--- src/rtl/ibex_pkg.sv ---
// Shared ibex constants and the compressed-instruction test.
package ibex_pkg;

  localparam int IBEX_HALFWORD_W = 16;

  // A halfword starts a compressed instruction unless its low bits are 2'b11.
  // An errored source word is always treated as a full 32-bit instruction.
  function automatic logic is_compressed(input logic [IBEX_HALFWORD_W-1:0] hw,
                                         input logic                       err);
    return (hw[1:0] != 2'b11) && !err;
  endfunction

endpackage

--- src/rtl/ibex_prefetch_queue_if.sv ---
// Response-in / instruction-out bundle of the prefetch queue, plus status.
interface ibex_prefetch_queue_if #(
  parameter int NUM_REQS = 2,
  parameter int DEPTH    = NUM_REQS + 1
);
  localparam int CW = $clog2(DEPTH + 1);

  logic                clear_i;
  logic                in_valid_i;
  logic [31:0]         in_addr_i;
  logic [31:0]         in_rdata_i;
  logic                in_err_i;
  logic                out_valid_o;
  logic                out_ready_i;
  logic [31:0]         out_addr_o;
  logic [31:0]         out_addr_next_o;
  logic [31:0]         out_rdata_o;
  logic                out_err_o;
  logic                out_err_plus2_o;
  logic [NUM_REQS-1:0] busy_o;
  logic [CW-1:0]       count_o;
  logic [CW-1:0]       credit_o;
  logic                overflow_o;

  // Queue side
  modport slave (
    input  clear_i, in_valid_i, in_addr_i, in_rdata_i, in_err_i, out_ready_i,
    output out_valid_o, out_addr_o, out_addr_next_o, out_rdata_o, out_err_o,
    output out_err_plus2_o, busy_o, count_o, credit_o, overflow_o
  );

  // Fetch controller / consumer side
  modport master (
    output clear_i, in_valid_i, in_addr_i, in_rdata_i, in_err_i, out_ready_i,
    input  out_valid_o, out_addr_o, out_addr_next_o, out_rdata_o, out_err_o,
    input  out_err_plus2_o, busy_o, count_o, credit_o, overflow_o
  );

endinterface

--- src/rtl/ibex_fetch_align.sv ---
// Combinational realignment of one instruction out of the two oldest words.
module ibex_fetch_align
  import ibex_pkg::*;
(
  input  logic [31:0] word0_i,
  input  logic [31:0] word1_i,
  input  logic        err0_i,
  input  logic        err1_i,
  input  logic        valid0_i,
  input  logic        valid1_i,
  input  logic        pc_hw_i,
  output logic [31:0] rdata_o,
  output logic        err_o,
  output logic        err_plus2_o,
  output logic        valid_o,
  output logic        compressed_o,
  output logic        pop_req_o
);

  logic [IBEX_HALFWORD_W-1:0] first_hw;
  logic [15:0]                unused_word1_hi;

  assign unused_word1_hi = word1_i[31:16];
  assign first_hw        = pc_hw_i ? word0_i[31:16] : word0_i[15:0];

  // Select instruction halves and qualify valid/error by alignment and size.
  always_comb begin
    compressed_o = is_compressed(first_hw, err0_i);
    rdata_o      = word0_i;
    valid_o      = valid0_i;
    err_o        = err0_i;
    err_plus2_o  = 1'b0;
    if (pc_hw_i) begin
      rdata_o     = {word1_i[15:0], word0_i[31:16]};
      valid_o     = compressed_o ? valid0_i : (valid0_i & valid1_i);
      err_o       = err0_i | (err1_i & ~compressed_o);
      err_plus2_o = err1_i & ~err0_i & ~compressed_o;
    end
    // word0 is exhausted once the instruction reaches its upper boundary
    pop_req_o = pc_hw_i | ~compressed_o;
  end

endmodule

--- src/rtl/ibex_prefetch_queue.sv ---
// Shift-register fetch queue with bypass, PC tracking and credit/overflow status.
module ibex_prefetch_queue
  import ibex_pkg::*;
#(
  parameter int NUM_REQS = 2,
  parameter int DEPTH    = NUM_REQS + 1
) (
  input logic                  clk_i,
  input logic                  rst_ni,
  ibex_prefetch_queue_if.slave bus
);

  localparam int CW = $clog2(DEPTH + 1);

  if (NUM_REQS < 1 || DEPTH < NUM_REQS + 1) begin : g_param_err
    $error("ibex_prefetch_queue: need NUM_REQS >= 1 and DEPTH >= NUM_REQS+1");
  end

  logic [31:0]      rdata_q [DEPTH];
  logic             err_q   [DEPTH];
  logic [CW-1:0]    count_q, count_d, wr_idx;
  logic [31:1]      pc_q, pc_d;
  logic             overflow_q;
  logic [DEPTH-1:0] valid;
  logic             full, push, pop, store_push, handshake, overflow_set;
  logic             out_valid, compressed, pop_req;
  logic [31:0]      word0, word1;
  logic             err0, err1, valid0, valid1;
  logic             unused_addr0;

  assign unused_addr0 = bus.in_addr_i[0];

  // Valid flags are contiguous from entry 0, so the count fully describes them.
  for (genvar gi = 0; gi < DEPTH; gi++) begin : g_valid
    assign valid[gi] = (count_q > CW'(gi));
  end

  // Missing entries are bypassed from the incoming response word.
  assign word0  = valid[0] ? rdata_q[0] : bus.in_rdata_i;
  assign err0   = valid[0] ? err_q[0]   : bus.in_err_i;
  assign valid0 = valid[0] | bus.in_valid_i;
  assign word1  = valid[1] ? rdata_q[1] : bus.in_rdata_i;
  assign err1   = valid[1] ? err_q[1]   : bus.in_err_i;
  assign valid1 = valid[1] | (valid[0] & bus.in_valid_i);

  ibex_fetch_align u_align (
    .word0_i      (word0),
    .word1_i      (word1),
    .err0_i       (err0),
    .err1_i       (err1),
    .valid0_i     (valid0),
    .valid1_i     (valid1),
    .pc_hw_i      (pc_q[1]),
    .rdata_o      (bus.out_rdata_o),
    .err_o        (bus.out_err_o),
    .err_plus2_o  (bus.out_err_plus2_o),
    .valid_o      (out_valid),
    .compressed_o (compressed),
    .pop_req_o    (pop_req)
  );

  assign handshake    = out_valid & bus.out_ready_i;
  assign pop          = handshake & pop_req;
  assign full         = (count_q == CW'(DEPTH));
  assign push         = bus.in_valid_i & (~full | pop);
  // An empty-queue pop consumes the bypassed word itself, so nothing is stored.
  assign store_push   = push & ~(pop & (count_q == '0));
  assign wr_idx       = pop ? (count_q - CW'(1)) : count_q;
  assign count_d      = count_q + CW'(push) - CW'(pop);
  assign overflow_set = bus.in_valid_i & full & ~pop;
  assign pc_d         = pc_q + (compressed ? 31'd1 : 31'd2);

  assign bus.out_valid_o     = out_valid;
  assign bus.out_addr_o      = {pc_q, 1'b0};
  assign bus.out_addr_next_o = {pc_d, 1'b0};
  assign bus.count_o         = count_q;
  assign bus.credit_o        = CW'(DEPTH) - count_q;
  assign bus.overflow_o      = overflow_q;

  for (genvar gi = 0; gi < NUM_REQS; gi++) begin : g_busy
    assign bus.busy_o[gi] = valid[DEPTH-NUM_REQS+gi];
  end

  // Occupancy, PC and sticky overflow; a flush overrides every other update.
  always_ff @(posedge clk_i or negedge rst_ni) begin
    if (!rst_ni) begin
      count_q    <= '0;
      pc_q       <= '0;
      overflow_q <= 1'b0;
    end else if (bus.clear_i) begin
      count_q    <= '0;
      pc_q       <= bus.in_addr_i[31:1];
      overflow_q <= 1'b0;
    end else begin
      count_q <= count_d;
      if (handshake)    pc_q       <= pc_d;
      if (overflow_set) overflow_q <= 1'b1;
    end
  end

  // Entry payloads are not reset; validity comes only from the count.
  for (genvar gi = 0; gi < DEPTH; gi++) begin : g_entry
    if (gi < DEPTH - 1) begin : g_mid
      // Load the incoming word at the write slot, otherwise shift down on a pop.
      always_ff @(posedge clk_i) begin
        if (store_push && wr_idx == CW'(gi)) begin
          rdata_q[gi] <= bus.in_rdata_i;
          err_q[gi]   <= bus.in_err_i;
        end else if (pop) begin
          rdata_q[gi] <= rdata_q[gi+1];
          err_q[gi]   <= err_q[gi+1];
        end
      end
    end else begin : g_top
      // The top entry only ever receives new words.
      always_ff @(posedge clk_i) begin
        if (store_push && wr_idx == CW'(gi)) begin
          rdata_q[gi] <= bus.in_rdata_i;
          err_q[gi]   <= bus.in_err_i;
        end
      end
    end
  end

endmodule

--- src/flat_wrapper.sv ---
// flat-port wrapper written by rule: the top's interface ports become plain ports
module ibex_prefetch_queue_flat import ibex_pkg::*;
#(
  parameter int NUM_REQS = 2,
  parameter int DEPTH    = NUM_REQS + 1
)
  (clk_i, rst_ni, bus_clear_i, bus_in_valid_i, bus_in_addr_i, bus_in_rdata_i, bus_in_err_i, bus_out_ready_i, bus_out_valid_o, bus_out_addr_o, bus_out_addr_next_o, bus_out_rdata_o, bus_out_err_o, bus_out_err_plus2_o, bus_busy_o, bus_count_o, bus_credit_o, bus_overflow_o);
  ibex_prefetch_queue_if #(.NUM_REQS(NUM_REQS), .DEPTH(DEPTH)) bus_i ();
  input logic clk_i;
  input logic rst_ni;
  input wire logic [$bits(bus_i.clear_i)-1:0] bus_clear_i;
  input wire logic [$bits(bus_i.in_valid_i)-1:0] bus_in_valid_i;
  input wire logic [$bits(bus_i.in_addr_i)-1:0] bus_in_addr_i;
  input wire logic [$bits(bus_i.in_rdata_i)-1:0] bus_in_rdata_i;
  input wire logic [$bits(bus_i.in_err_i)-1:0] bus_in_err_i;
  input wire logic [$bits(bus_i.out_ready_i)-1:0] bus_out_ready_i;
  output wire logic [$bits(bus_i.out_valid_o)-1:0] bus_out_valid_o;
  output wire logic [$bits(bus_i.out_addr_o)-1:0] bus_out_addr_o;
  output wire logic [$bits(bus_i.out_addr_next_o)-1:0] bus_out_addr_next_o;
  output wire logic [$bits(bus_i.out_rdata_o)-1:0] bus_out_rdata_o;
  output wire logic [$bits(bus_i.out_err_o)-1:0] bus_out_err_o;
  output wire logic [$bits(bus_i.out_err_plus2_o)-1:0] bus_out_err_plus2_o;
  output wire logic [$bits(bus_i.busy_o)-1:0] bus_busy_o;
  output wire logic [$bits(bus_i.count_o)-1:0] bus_count_o;
  output wire logic [$bits(bus_i.credit_o)-1:0] bus_credit_o;
  output wire logic [$bits(bus_i.overflow_o)-1:0] bus_overflow_o;
  assign bus_i.clear_i = bus_clear_i;
  assign bus_i.in_valid_i = bus_in_valid_i;
  assign bus_i.in_addr_i = bus_in_addr_i;
  assign bus_i.in_rdata_i = bus_in_rdata_i;
  assign bus_i.in_err_i = bus_in_err_i;
  assign bus_i.out_ready_i = bus_out_ready_i;
  assign bus_out_valid_o = bus_i.out_valid_o;
  assign bus_out_addr_o = bus_i.out_addr_o;
  assign bus_out_addr_next_o = bus_i.out_addr_next_o;
  assign bus_out_rdata_o = bus_i.out_rdata_o;
  assign bus_out_err_o = bus_i.out_err_o;
  assign bus_out_err_plus2_o = bus_i.out_err_plus2_o;
  assign bus_busy_o = bus_i.busy_o;
  assign bus_count_o = bus_i.count_o;
  assign bus_credit_o = bus_i.credit_o;
  assign bus_overflow_o = bus_i.overflow_o;
  ibex_prefetch_queue #(.NUM_REQS(NUM_REQS), .DEPTH(DEPTH)) u_core (.clk_i(clk_i), .rst_ni(rst_ni), .bus(bus_i));
endmodule
--- config.mk ---
export PLATFORM = sky130hd
export DESIGN_NAME = ibex_prefetch_queue_flat
export DESIGN_NICKNAME = d
export VERILOG_FILES = /design/src/rtl/ibex_pkg.sv /design/src/rtl/ibex_prefetch_queue_if.sv /design/src/rtl/ibex_fetch_align.sv /design/src/rtl/ibex_prefetch_queue.sv /design/src/flat_wrapper.sv
export SDC_FILE = /design/constraint.sdc
export NUM_CORES = 1
export LEC_CHECK = 0
export CORE_MARGIN = 2
export CORE_UTILIZATION = 51
export DETAILED_ROUTE_END_ITERATION = 12
export GPL_TIMING_DRIVEN = 0
export MAX_ROUTING_LAYER = met4
export PLACE_DENSITY = 0.81
export SKIP_LAST_GASP = 1
export SLEW_MARGIN = 20
export SYNTH_ARGS = -nofsm -noshare
export SYNTH_HDL_FRONTEND = slang
export SYNTH_HIERARCHICAL = 1
export SYNTH_SLANG_ARGS = --single-unit
--- constraint.sdc ---
create_clock -name clk_i -period 7.85 [get_ports clk_i]
set_clock_uncertainty 0.15 [all_clocks]
set_input_delay 1.57 -clock clk_i [delete_from_list [all_inputs] [get_ports clk_i]]
set_output_delay 1.57 -clock clk_i [all_outputs]
set_load 0.02 [all_outputs]
### After elaboration in Yosys (flattened, before gate mapping)

Memories as Yosys holds them, arrays and structs flattened.
Index checks and enable logic that the tools add are counted.

| storage, ports and cells | value |
|---|---|
| register bits after elaboration | 34 |
| memory bits (writable) | 99 |
| input port bits | 70 |
| output and inout bits | 106 |
| word-level logic and storage cells | 84 |
| memories | 2 |

Memory list:

| memory | words | width | rd ports | clocked after Yosys merged registers in | wr ports | line | RTL |
|---|---|---|---|---|---|---|---|
| u_core.rdata_q | 3 | 32 | 3 | 0 | 3 | ibex_prefetch_queue.sv:19 | `logic [31:0] rdata_q [DEPTH];` |
| u_core.err_q | 3 | 1 | 3 | 0 | 3 | ibex_prefetch_queue.sv:20 | `logic err_q [DEPTH];` |

| cells by class | value |
|---|---|
| $add $sub $neg | 5 |
| magnitude comparators | 3 |
| equality and inequality tests | 4 |
| multiplexer cells | 32 |
| bitwise gates (word level) | 26 |
| reductions and logical operators | 9 |

Operators by type and width:

| cell | number |
|---|---|
| 2-to-1 mux 32 bit | 4 |
| 2-to-1 mux 31 bit | 2 |
| adder 31 bit | 1 |
| 2-to-1 mux 1 bit | 21 |
| 2-to-1 mux 16 bit | 1 |
| bitwise AND 1 bit | 12 |
| OR 1 bit | 9 |
| 2-to-1 mux 2 bit | 4 |
| NOT 1 bit | 5 |
| == test 2 bit (second input constant) | 2 |
| > comparator 2 x 1 -> 1 bit (second input constant) | 2 |
| logical AND 1 bit | 4 |
| zero test 2 bit | 2 |
| nonzero test 2 bit | 2 |
| adder 2 x 1 -> 2 bit | 1 |
| == test 2 x 1 -> 1 bit (second input constant) | 1 |
| > comparator 2 bit (second input constant) | 1 |
| != test 2 bit (second input constant) | 1 |
| subtractor 2 x 1 -> 2 bit | 1 |
| subtractor 2 x 1 -> 2 bit (second input constant) | 1 |
| subtractor 2 bit (first input constant) | 1 |
| zero test 1 bit | 1 |

### Depth between registers and ports, before layout

Gate-level depths: netlist of the first run.

| depth | value |
|---|---|
| word-level depth | 16 |
| mapped depth | 16 |
| gate-level depth less buffers | 14 |

### By module

The synthesis of the first run kept the hierarchy.

By module, submodules not included:

| module | instances | cells an instance | area each (µm²) | sequential area each (µm²) |
|---|---|---|---|---|
| ibex_prefetch_queue | 1 | 569 | 7,143.1 | 3,823.7 |
| ibex_fetch_align | 1 | 45 | 461.7 | 0.0 |

### Least setup slack after synthesis of the first run

No wires, ideal clock.

| timing path | value |
|---|---|
| path type | reg2reg |
| start | register u_core.count_q[1], in the netlist u_core/bus.count_o[1] |
| end | memory u_core.err_q[0][0] (enable) |
| library setup time | 0.473 ns |
| data arrival time | 5.438 ns |
| required time | 7.227 ns |
| slack | 1.789 ns |
| stages on the path, launching flop included | 12 |
| buffers on the path | 2 |
| clock period less this slack | 6.061 ns |
| cell sequence | dfrtp_1 -> inv_1 -> ha_1 -> clkbuf_1 -> buf_1 -> mux2_2 -> a21oi_1 -> o31a_1 -> nand3_1 -> nand2_1 -> nand2_1 -> o31ai_1 |

RTL lines:

| element | line | RTL |
|---|---|---|
| start: declaration | ibex_prefetch_queue.sv:21 | `logic [CW-1:0] count_q, count_d, wr_idx;` |
| start signal: assignment | ibex_prefetch_queue.sv:95 | `count_q <= count_d;` |
| end: declaration | ibex_prefetch_queue.sv:20 |  |

### Worst setup path after layout of the first run

| timing path | value |
|---|---|
| start | register u_core.count_q[0], in the netlist u_core/bus.count_o[0] |
| end | output bus_out_addr_next_o[21] |

| between the ends | value |
|---|---|
| longest elaborated chain between the ends | 7 |
| elaborated cells between the ends (all ways) | 9 |
| those cells by class | add/sub: 1; order compare: 1; eq/ne: 1; mux: 4; reduce/logical: 2 |

RTL lines:

| element | line | RTL |
|---|---|---|
| > comparator 2 x 1 -> 1 bit | ibex_prefetch_queue.sv:35 | `assign valid[gi] = (count_q > CW'(gi));` |
| 2-to-1 mux 32 bit | ibex_prefetch_queue.sv:39 | `assign word0 = valid[0] ? rdata_q[0] : bus.in_rdata_i;` |
| net u_core.word0[17] | ibex_prefetch_queue.sv:27 | `logic [31:0] word0, word1;` |
| 2-to-1 mux 2 bit | ibex_fetch_align.sv:24 | `assign first_hw = pc_hw_i ? word0_i[31:16] : word0_i[15:0];` |
| != test 2 bit | ibex_pkg.sv:10 | `return (hw[1:0] != 2'b11) && !err;` |
| logical AND 1 bit | ibex_pkg.sv:10 |  |
| net u_core.compressed | ibex_prefetch_queue.sv:26 | `logic out_valid, compressed, pop_req;` |
| 2-to-1 mux 2 bit | ibex_prefetch_queue.sv:71 | `assign pc_d = pc_q + (compressed ? 31'd1 : 31'd2);` |
| adder 31 bit | ibex_prefetch_queue.sv:71 |  |
| end: declaration | flat_wrapper.sv:19 | `output wire logic [$bits(bus_i.out_addr_next_o)-1:0] bus_out_addr_next_o;` |

The timed path passes the listed nets, and every way through them passes these cells.

==> flow_summary.ini, run 1 <==
[run_status]
status = finished, final reports clean

[global_route]
grt.total_usage_pct = 28.4
first_global_vias = 6094
grt_pass1_wl_um = 33600
antenna_found_initial = 0
grt_overflow_total = 0
grt_max_degree = 26

[die]
initial_core_util_pct = 51.7
dieArea_sq_um = 15500
die-height_um = 125
num_io_pins = 176
core_sq_um = 14400
dieWidth_um = 125
row_count = 44

[routing]
drtIter0Drc = 606
wl_um = 21400
vias = 5926
dr.pass1.iters = 5
ant_nets = 0
avgViaCountPerCell = 5.99
drcViolationCount = 0
wire_per_inst_um = 21.6

[critical_path]
crit_fanout = 10
endpoint_kind = output port
worst_setup_path_start_kind = flip-flop
cp.arrival_ns = 5.78
crit_type = flip-flop to output port
crit_required_ns = 6.13

[cts]
clk_pin_slew_ns = 0.05
cts.sinks = 133
cts-root-buf = clkbuf_16
tritoncts = built
clk_path_buf_depth = 2
cts_buffers = 17
cts_hold_buf = 0
clock_latency_ns = 0.42
htree_levels = 4

[synthesis]
syn_area_per_cell_sq_um = 12.4
yosys_warnings = 6
synth_area_sq_um = 7420
synthCells = 598

[placement]
place_congestion = 0.898
pre_cts_slack_ns = 0.487
port_buffers = 171
hpwl_um = 15100

[layout]
final_common_cell = clkdlybuf4s50_1
nets = 874
num-fill-cells = 1018
drive_gt1_share_pct = 25.2
synthToLayoutAreaGrowth_pct = 36.1
final_core_util_pct = 70.3
layout_common_cells = clkdlybuf4s50_1 (170), mux2_2 (148), edfxtp_1 (99)
n_antenna_cell = 0

[power]
power_per_cell_area_nw_per_um2 = 360
p_leak_uw = 0.00361
irDropWorstVdd_uv = 297
p_total_uw = 3640

[sta]
period_minus_slack_ns = 7.50
worst_slack_ns = 0.349
slew_headroom_pct = 47.8
worstMarginPinSlew_ns = 0.783
finalCritPeriodShare_pct = 95.6
holdWs_ns = 0.364
setup_violations = 0
rsz0062_at_grt = false
hold_viol_final = 0
drv_slew = 0
clock.fmax_ghz = 0.133

[worst_hold_path]
min_path_type = flip-flop to flip-flop

[job]
cap_violations = 0
==> sequential cells by signal, summed over array words and instances (netlist names) <==
name and count:
u_core/bus.count_o 2, u_core/err_q 3, u_core/rdata_q 96, u_core/bus.overflow_o 1, u_core/pc_q 31
==> area by class of cell <==
class | instances | area, sq um | share of cell area, %
Clock inverter | 11 | 160 | 1.58
Sequential cell | 133 | 3820 | 37.8
Multi-Input combinational cell | 412 | 3400 | 33.7
Tap cell | 184 | 230 | 2.28
Buffer | 43 | 209 | 2.07
Clock buffer | 19 | 433 | 4.28
Inverter | 11 | 41.3 | 0.409
Timing Repair Buffer | 177 | 1810 | 17.9
==> worst paths after layout <==
check,from,to,slack (ns),depth (start not counted)
setup / recovery,u_core/bus.count_o[0]$_DFF_PN0_,bus_out_addr_next_o[21],0.35,14
hold / removal,u_core/bus.overflow_o$_DFFE_PN0P_,u_core/bus.overflow_o$_DFFE_PN0P_,0.36,2
setup reg to reg,u_core/bus.count_o[0]$_DFF_PN0_,u_core/rdata_q[0][58]$_DFFE_PP_,2.63,11
hold reg to reg,u_core/bus.overflow_o$_DFFE_PN0P_,u_core/bus.overflow_o$_DFFE_PN0P_,0.36,2
max in group asynchronous,rst_ni,u_core/pc_q[17]$_DFFE_PN0P_,6.22,2
min in group asynchronous,rst_ni,u_core/pc_q[25]$_DFFE_PN0P_,0.88,1
==> through the flow <==
step	std cells	area [sq um]	setup TNS, ns
after floorplan	599	7430	0
after global placement	954	9370	-14.49
after detailed placement	960	9500	0
after CTS	990	10100	0
after global routing	990	10100	0
final	990	10100	0
==> routing by layer <==
metal | vias to the layer above | wire length, um | track usage (%)
met1 | 2891 | 8790 | 34.9
met2 | 336 | 10500 | 46.6
met4 | 0 | 442 | 9.91
met5 | - | 0 | -
li1 | 2660 | - | -
met3 | 39 | 1690 | 6.36
==> critical path: stages (launching register included) <==
cell	delay [ns]
dfrtp_1	0.49
inv_1	0.26
ha_1	0.20
clkbuf_1	0.46
buf_2	0.42
mux2_2	0.46
and2_1	0.18
o31ai_1	0.34
ha_1	0.27
fa_1	0.28
nand4_1	0.40
nor4_2	0.58
nand3_1	0.16
xnor2_1	0.21
clkdlybuf4s50_1	0.64
==> what timing repair did <==
item | CTS | global route
setup endpoints to repair | 1 | 2
setup buffers | 0 | 0
gates resized for setup | 1 | 1
==> where the power goes <==
part / total, uW / internal (uW) / switching (uW)
Combinational: 1700 / 813 / 892
Sequential: 1120 / 1020 / 95.0
Clock: 814 / 524 / 291
No activity file was read; power rests on OpenSTA's default activity.
==> inputs of run 2 (changes only) <==
--- a/config.mk
+++ b/config.mk
@@ -12,7 +12,7 @@
 export MAX_ROUTING_LAYER = met4
 export PLACE_DENSITY = 0.81
 export SKIP_LAST_GASP = 1
-export SLEW_MARGIN = 20
+export SLEW_MARGIN = 40
 export SYNTH_ARGS = -nofsm -noshare
 export SYNTH_HDL_FRONTEND = slang
 export SYNTH_HIERARCHICAL = 1
==> run 2 against run 1 <==
Maximum frequency is 1.8% lower. Register-to-register slack about the same. Sequential cell count stayed put. Routed wire length down 0.78%. Cell area fell by 0.55%. Hold slack improved by 0.00089 ns.
==> flow_summary.ini, run 2 (synthesis results as in run 1) <==
[sta]
setup_violations = 0
drv_slew = 0
slew_headroom_pct = 49.5
clock.fmax_ghz = 0.131
period_minus_slack_ns = 7.64
hold_viol_final = 0
rsz0062_at_grt = false
finalCritPeriodShare_pct = 97.3
fin_setup_tns_ns = 0
holdWs_ns = 0.365
worstMarginPinSlew_ns = 0.748

[critical_path]
endpoint_kind = output port
worst_setup_path_start_kind = flip-flop
rr_worst_depth = 11
crit_type = flip-flop to output port
crit_required_ns = 6.13
timing.rr.end = u_core/rdata_q[0][60]$_DFFE_PP_
crit_fanout = 10
rrSetupSlack_ns = 2.63
cp.arrival_ns = 5.92
worstReg2RegStart = u_core/bus.count_o[0]$_DFF_PN0_

[global_route]
top_usage_layer = met2
first_global_vias = 6054
antenna_found_initial = 0
grt_max_degree = 24
grtUsageMet2_pct = 45.5
met3_usage_pct = 5.37
grt.total_usage_pct = 28.1
use_met1_pct = 35.4
grt_overflow_total = 0
grt_pass1_wl_um = 33300

[power]
p_sw_uw = 1280
p_sw_share_pct = 36.2
p_seq_share_pct = 31.4
irDropWorstVdd_uv = 286
p_leak_uw = 0.00360
power_per_cell_area_nw_per_um2 = 353
p_int_uw = 2260
combPwrFrac_pct = 48.0
pwr-share-clk_pct = 20.6
p_total_uw = 3540

[worst_hold_path]
hold_end = u_core/bus.overflow_o$_DFFE_PN0P_
hp-start = u_core/bus.overflow_o$_DFFE_PN0P_
min_path_cells = 2
min_path_type = flip-flop to flip-flop

[cts]
post_cts_buffers = 0
tritoncts = built
cts.sinks = 133
clk_path_buf_depth = 2
cts_buffers = 17
htree_levels = 4
clk_pin_slew_ns = 0.06
clock_latency_ns = 0.42
cts-root-buf = clkbuf_16

[placement]
port_buffers = 171
placed_cell_area_sq_um = 9510
place_congestion = 0.898
hpwl_um = 15200

[die]
row_count = 44
core_sq_um = 14400
die-height_um = 125
dieArea_sq_um = 15500
num_io_pins = 176
dieWidth_um = 125
initial_core_util_pct = 51.7

[layout]
largestRegisters = u_core/rdata_q x96, u_core/pc_q x31, u_core/err_q x3
final_core_util_pct = 69.9
synthToLayoutAreaGrowth_pct = 35.4
num-fill-cells = 1026
fin_area_sq_um = 10000
drive_gt1_share_pct = 26.0
largest_reg_flops = 96
regMostFlops = u_core/rdata_q
layout_common_cells = clkdlybuf4s50_1 (170), mux2_2 (148), edfxtp_1 (99)
final_common_cell = clkdlybuf4s50_1
n_antenna_cell = 0
nets = 877

[routing]
dr.pass1.iters = 5
vias = 5977
wl_um = 21200
drcViolationCount = 0
ant_nets = 0
avgViaCountPerCell = 6.02
wire_per_inst_um = 21.4
drtIter0Drc = 573

[run_status]
status = finished, final reports clean

[job]
cap_violations = 0
[run 2: changes by cell type in the layout (fill, tap and decap cells not counted), moves of 2 or more]
cell / change
bufinv_16: -3
buf_4: +5
clkinv_1: -3
clkinv_4: +2
clkbuf_1: -2
clkinv_2: +4
[run 2: how the worst max path moves through the flow]
stage                               startpoint                               to  slack [ns]
2_1_floorplan  u_core/bus.count_o[1]$_DFF_PN0_     u_core/err_q[0][0]$_DFFE_PP_        1.79
3_3_place_gp                bus_in_rdata_i[17]  u_core/rdata_q[0][51]$_DFFE_PP_       -0.25
3_5_place_dp   u_core/bus.count_o[0]$_DFF_PN0_          bus_out_addr_next_o[21]        0.54
4_1_cts        u_core/bus.count_o[0]$_DFF_PN0_          bus_out_addr_next_o[21]        0.03
5_1_grt        u_core/bus.count_o[0]$_DFF_PN0_          bus_out_addr_next_o[31]        0.03
6_report       u_core/bus.count_o[0]$_DFF_PN0_          bus_out_addr_next_o[31]        0.21
[run 2: final cells by class]
cell class	count	area, sq um	area share, %
repair buffers	180	1810	18.0
well taps	184	230	2.29
clock buffers	17	425	4.23
inverters	11	41.3	0.411
plain buffers	43	209	2.08
flip-flops and latches	133	3820	38.0
multi-input cells	412	3390	33.8
clock inverters	13	113	1.12
[run 2: worst max-delay path, cell delays in order, from the launching register on]
cell and delay (ns):
dfrtp_1 0.49, inv_1 0.25, ha_1 0.20, clkbuf_1 0.45, clkbuf_2 0.43, mux2_2 0.46, and2_1 0.17, o31ai_1 0.34
ha_1 0.26, fa_1 0.28, nand4_1 0.37, nor4_1 0.71, nand2_1 0.17, xnor2_1 0.26, clkdlybuf4s50_1 0.65
[run 2: per-stage QoR]
step                      instances  setup WS (ns)
after floorplan                 599           1.79
after global placement          954         -0.246
after detailed placement        963          0.536
after CTS                       993         0.0258
after global routing            993         0.0333
final                           993          0.211
[run 2: routing by layer]
layer  routed length [um]  part of all wire (%)
met5                    0                     0
met4                  512                   2.4
met3                 1640                   7.7
met2                10400                    49
met1                 8670                    41
[run 2: power groups by stage]
stage | Clock (uW) | Combinational (uW) | Sequential [uW]
after CTS | 737 | 1700 | 1110
after global placement | 0 | 1610 | 1140
after floorplan | 0 | 980 | 1140
after global routing | 772 | 1790 | 1130
after detailed placement | 0 | 1680 | 1120
final | 731 | 1700 | 1110
[run 2: repair_timing]
action,in CTS,in global routing
gates resized for setup,0,1
setup endpoints to repair,0,3
hold buffers,0,0
